$ cat src/rtl/quad_decoder_cnt.sv
// quad_decoder_cnt: quadrature decoder for asynchronous A/B phase inputs.
// Each phase is synchronized and then filtered. Accepted transitions drive a
// loadable position counter with modulo-2^DWIDTH wrap. Illegal double-bit
// transitions raise a one-cycle error pulse and a sticky error flag.
module quad_decoder_cnt #(
    parameter int DWIDTH        = 16,
    parameter int FILTER_LEN    = 3,
    parameter int DEFAULT_COUNT = 0
) (
    input  logic              clk,
    input  logic              rst_n,
    input  logic              qa,
    input  logic              qb,
    input  logic              cntrl__ena,
    input  logic              cntrl__load,
    input  logic [DWIDTH-1:0] cntrl__data_in,
    input  logic              err_clr,
    output logic              cntrl__up_dwn,
    output logic              step,
    output logic [DWIDTH-1:0] count,
    output logic              err,
    output logic              err_sticky
);

    typedef enum logic {
        INIT  = 1'b0,
        TRACK = 1'b1
    } state_t;

    localparam logic [3:0]        WIN_LEN   = 4'(FILTER_LEN);
    localparam logic [DWIDTH-1:0] RST_COUNT = DWIDTH'(DEFAULT_COUNT);

    // Position of an {A,B} pair along the up-count cycle 00->01->11->10.
    function automatic logic [1:0] gray_pos(input logic [1:0] ab);
        logic [1:0] pos;
        case (ab)
            2'b00:   pos = 2'd0;
            2'b01:   pos = 2'd1;
            2'b11:   pos = 2'd2;
            default: pos = 2'd3;
        endcase
        return pos;
    endfunction

    logic [1:0]        sync_a_q, sync_b_q;
    logic [1:0]        sample;

    state_t            state_q, state_d;
    logic [1:0]        cand_q, cand_d;
    logic [3:0]        win_cnt_q, win_cnt_d;
    logic [1:0]        ab_f_q, ab_f_d;
    logic [DWIDTH-1:0] count_q, count_d;
    logic              up_dwn_q, up_dwn_d;
    logic              step_q, step_d;
    logic              err_q, err_d;
    logic              sticky_q, sticky_d;

    logic              accept;
    logic [1:0]        delta;
    logic              step_req;
    logic              step_up;

    assign sample = {sync_a_q[1], sync_b_q[1]};

    // Two-flop synchronizers bringing qa/qb into the clk domain.
    always_ff @(posedge clk) begin
        // NOTE: reset is synchronous, so it lives inside the clocked branch and
        // the sensitivity list carries only the clock edge.
        if (!rst_n) begin
            sync_a_q <= '0;
            sync_b_q <= '0;
        end else begin
            // NOTE: non-blocking assignments keep the flop-to-flop shift
            // order-independent; blocking here would collapse the two stages.
            sync_a_q <= {sync_a_q[0], qa};
            sync_b_q <= {sync_b_q[0], qb};
        end
    end

    // Filter window, FSM next state, counter and error flag next-state logic.
    always_comb begin
        // NOTE: every output of this block is given a default first so that no
        // path leaves a variable unassigned, which would infer a latch.
        state_d   = state_q;
        cand_d    = cand_q;
        win_cnt_d = win_cnt_q;
        ab_f_d    = ab_f_q;
        count_d   = count_q;
        up_dwn_d  = up_dwn_q;
        step_d    = 1'b0;
        err_d     = 1'b0;
        sticky_d  = sticky_q;
        accept    = 1'b0;
        step_req  = 1'b0;
        step_up   = 1'b0;
        delta     = gray_pos(cand_q) - gray_pos(ab_f_q);

        // In INIT any stable value is accepted, even one equal to the reset
        // value of ab_f, so that tracking starts from the real input level.
        if (state_q == TRACK && sample == ab_f_q) begin
            cand_d    = sample;
            win_cnt_d = '0;
        end else if (sample != cand_q) begin
            cand_d    = sample;
            win_cnt_d = 4'd1;
        end else if (win_cnt_q == WIN_LEN) begin
            accept    = 1'b1;
            win_cnt_d = '0;
        end else begin
            win_cnt_d = win_cnt_q + 4'd1;
        end

        if (accept) begin
            ab_f_d = cand_q;
            if (state_q == INIT) begin
                state_d = TRACK;
            end else begin
                case (delta)
                    2'd1: begin
                        step_req = cntrl__ena;
                        step_up  = 1'b1;
                    end
                    2'd3: begin
                        step_req = cntrl__ena;
                        step_up  = 1'b0;
                    end
                    2'd2:    err_d = 1'b1;
                    default: ;
                endcase
            end
        end

        // Load wins over a same-cycle step; the step is dropped entirely.
        if (cntrl__load) begin
            count_d = cntrl__data_in;
        end else if (step_req) begin
            count_d  = step_up ? count_q + 1'b1 : count_q - 1'b1;
            up_dwn_d = step_up;
            step_d   = 1'b1;
        end

        // A fresh error outranks a clear request in the same cycle.
        if (err_d) begin
            sticky_d = 1'b1;
        end else if (err_clr) begin
            sticky_d = 1'b0;
        end
    end

    // State register for the FSM, filter, counter and flags.
    always_ff @(posedge clk) begin
        if (!rst_n) begin
            state_q   <= INIT;
            cand_q    <= '0;
            win_cnt_q <= '0;
            ab_f_q    <= '0;
            count_q   <= RST_COUNT;
            up_dwn_q  <= 1'b1;
            step_q    <= 1'b0;
            err_q     <= 1'b0;
            sticky_q  <= 1'b0;
        end else begin
            state_q   <= state_d;
            cand_q    <= cand_d;
            win_cnt_q <= win_cnt_d;
            ab_f_q    <= ab_f_d;
            count_q   <= count_d;
            up_dwn_q  <= up_dwn_d;
            step_q    <= step_d;
            err_q     <= err_d;
            sticky_q  <= sticky_d;
        end
    end

    assign cntrl__up_dwn = up_dwn_q;
    assign step          = step_q;
    assign count         = count_q;
    assign err           = err_q;
    assign err_sticky    = sticky_q;

endmodule
$ cat config.mk
export PLATFORM = sky130hd
export DESIGN_NAME = quad_decoder_cnt
export DESIGN_NICKNAME = d
export VERILOG_FILES = /design/src/rtl/quad_decoder_cnt.sv
export SDC_FILE = /design/constraint.sdc
export NUM_CORES = 1
export LEC_CHECK = 0
export ABC_AREA = 1
export BUFFER_PORTS_ARGS = -buffer_cell sky130_fd_sc_hd__buf_2
export CAP_MARGIN = 5
export CORE_MARGIN = 2
export CORE_UTILIZATION = 56
export DETAILED_ROUTE_END_ITERATION = 7
export PLACE_DENSITY_LB_ADDON = 0.3
export SYNTH_ARGS = -nofsm -noshare
export SYNTH_HDL_FRONTEND = slang
export SYNTH_SLANG_ARGS = --single-unit
$ cat constraint.sdc
create_clock -name clk -period 4.1 [get_ports clk]
set_input_delay 0 -clock clk [delete_from_list [all_inputs] [get_ports clk]]
set_output_delay 0 -clock clk [all_outputs]
set_load 0.01 [all_outputs]
==> results.yml <==
timing:
  setup_viol_count_final: 0
  skew_ns: 0.00400
  fin_setup_tns_ns: 0
  fmax_mhz: 281
  setup_ws_ns: 0.538
  whs_ns: 0.0206
  finalHoldViolCount: 0
  finalCritPeriodShare_pct: 86.9
  tightest_slew_ns: 0.572
  maxSlewHeadroom_pct: 61.6
  final_max_slew_viol_count: 0
  period_needed_ns: 3.56
  rsz0062_at_grt: "no"
synthesis:
  synth_edf_count: 0
  async_reset_ff_share_pct: 0
  synth_area_leaders: "dfxtp_1 (27%), nand2_1 (18%), ha_1 (11%)"
  yosysSeqAreaShare_pct: 27.2
  yosys-top-cells-count: "nand2_1 (118), inv_1 (57), nand3_1 (38)"
  synthDistinctLibCells: 31
  synth_cells: 384
  syn_nets: 430
  synth_most_common_cell: "nand2_1"
  syn_area_um2: 2430
  ys_ff_latch: 33
  ys_warn_count: 0
  synth_flop_cell: "dfxtp_1"
  yosysTopAreaCell: "dfxtp_1"
  synth.avg_cell_area_um2: 6.32
  yosysTopAreaCellShare_pct: 27.2
clocking:
  cts_root_buffer: "clkbuf_8"
  postCtsSetupBuffers: 0
  clock-sinks: 33
  clk_latency_ns: 0.29
  htreeDepth: 2
  clock_path_buffers: 2
  cts_tree: "built"
  clk_pin_slew_ns: 0.08
  cts-buffers-inserted: 5
drt:
  num_vias: 2518
  wire_per_inst_um: 12.5
  firstDrtPassIters: 4
  ant_nets: 0
  drc: 0
  routed_via_density: 5.23
  wirelength_mm: 5.99
  initialDrtViolationCount: 205
floorplanning:
  die_width_um: 69.8
  die_area_um2: 4870
  pin_count: 43
  die_h_um: 69.8
  fp.coreArea_um2: 4090
  start_util_pct: 59.4
  placementRows: 23
placement:
  io_buffers: 42
  place_ws_ns: 0.665
  gp_congestion: 0.964
  dp.final_hpwl_mm: 4.51
worst_setup_path:
  path_class: "register to register"
  worst_ep_required_time_ns: 4.27
  reg2reg_slack_ns: 0.54
  cp_max_fo: 16
  r2r_start: "ab_f_q[0]$_SDFFE_PN0P_"
  cp.arrival_ns: 3.73
  endpoint_kind: "register"
  cp_slowest_cell: "ha_1"
  crit_chain: "inv_1, ha_1, inv_1, ha_1, o21ai_0, nand2_1, nand2_1, nand2_1, nor3_1, inv_1, ha_1, nand2_1, o21ai_0, nand3_1, nand4_1, nand2_1, a21oi_1, nor2_1"
  crit_path_frequent_cell: "nand2_1"
  worstSetupStartpoint: "ab_f_q[0]$_SDFFE_PN0P_"
  cp_slowest_stage_delay_ns: 0.48
  start_kind: "register"
final_layout:
  diodes: 0
  finalNetCount: 476
  drive_above_1_share_pct: 13.9
  syn2layout_area_growth_pct: 16.2
status:
  status: "completed"
grt:
  first_global_vias: 2247
  grt_usage_pct: 25.5
  grt_max_degree: 19
  grt_overflow: 0
  grt_first_pass_wirelength_mm: 10.1
  antenna_found_initial: 0
power:
  pwr_density_cell_nw_per_um2: 325
  leakagePower_nw: 1.57
  peakVddDrop_v: 0.000164
run:
  cap_violations: 0
min_path:
  hp-start: "cntrl__data_in[15]"
  hold_path_class: "input port to register"
-- logic make-up after synthesis --
group,count (synthesis),share of synthesized area (%)
buffers and inverters,67,10.7
flip-flops,33,27.2
AO/OA/AOI/OAI,43,9.23
AND/OR/NAND/NOR,206,36.3
XOR/XNOR,11,3.97
multiplexers,1,0.413
adder cells (fa/ha/maj),23,12.2
-- worst paths after layout --
kind              depth (start not counted)                     end
hold reg to reg                           2  sync_b_q[1]$_SDFF_PN0_
hold / removal                            5  count[15]$_SDFFE_PN0P_
setup / recovery                         18  count[12]$_SDFFE_PN0P_
setup reg to reg                         18  count[12]$_SDFFE_PN0P_
-- routing by layer --
metal | vias up | global-route usage [%] | wire length [um]
met1 | 1098 | 33.0 | 2660
met2 | 99 | 41.4 | 2690
li1 | 1309 | - | -
met3 | 12 | 5.52 | 516
met4 | 0 | 9.83 | 126
met5 | - | 0 | 0
-- registers in the layout (all words and copies together) (netlist names) --
name,count
count,16
cntrl__up_dwn,1
err,1
cand_q,2
err_sticky,1
state_q,1
sync_b_q,2
win_cnt_q,4
sync_a_q,2
step,1
ab_f_q,2
-- layout by cell type, fill, tap and decap left out, types with 2 or more instances in the layout --
cell	instances
nor2_1	31
clkbuf_8	5
inv_2	2
ha_1	22
o21ai_0	12
xor2_1	9
buf_2	42
xnor2_1	2
nor2_2	2
nand3_1	38
nand4_1	5
a21oi_1	27
nor3_1	4
inv_1	57
dfxtp_1	33
nand2_2	2
dlygate4sd3_1	4
nand2_1	118
-- through the flow --
step | util, % | total power, W | cells | area [um2]
floorplan | - | 0.000538 | 384 | 2430
global placement | 65.2 | 0.000595 | 469 | 2660
detailed placement | 65.2 | 0.000600 | 469 | 2660
CTS | 69.0 | 0.000917 | 481 | 2820
global route | 69.0 | 0.000975 | 481 | 2820
finish | 69.0 | 0.000917 | 481 | 2820
-- critical path: cells and delay by family (launching register included) --
family / cells / cell delay, ns
AO/OA/AOI/OAI: 3 / 0.64
buffers and inverters: 3 / 0.44
flip-flops: 1 / 0.40
adder cells (fa/ha/maj): 3 / 0.93
AND/OR/NAND/NOR: 9 / 1.02
-- power breakdown --
part / internal [W] / total (W) / switching (W) / leakage, nW
logic: 0.0000941 / 0.000249 / 0.000155 / 1.24
registers: 0.000337 / 0.000352 / 0.0000146 / 0.271
clock network: 0.000182 / 0.000316 / 0.000134 / 0.0543
total: 0.000613 / 0.000917 / 0.000304 / 1.57
-- repair_timing --
action                                  in CTS  in global routing
hold buffers                                 4                  0
resized for setup                            0                  0
endpoints found under the setup margin       0                  0
endpoints found under the hold margin        4                  0
-- area by class of cell --
type / count / area [um2]
tap: 50 / 62.6
timing repair buffer: 46 / 250
multi-input combinational: 284 / 1510
fill: 368 / 1270
sequential: 33 / 661
clock inverter: 3 / 46.3
inverter: 60 / 225
clock buffer: 5 / 68.8
No activity file was read; power rests on OpenSTA's default activity.
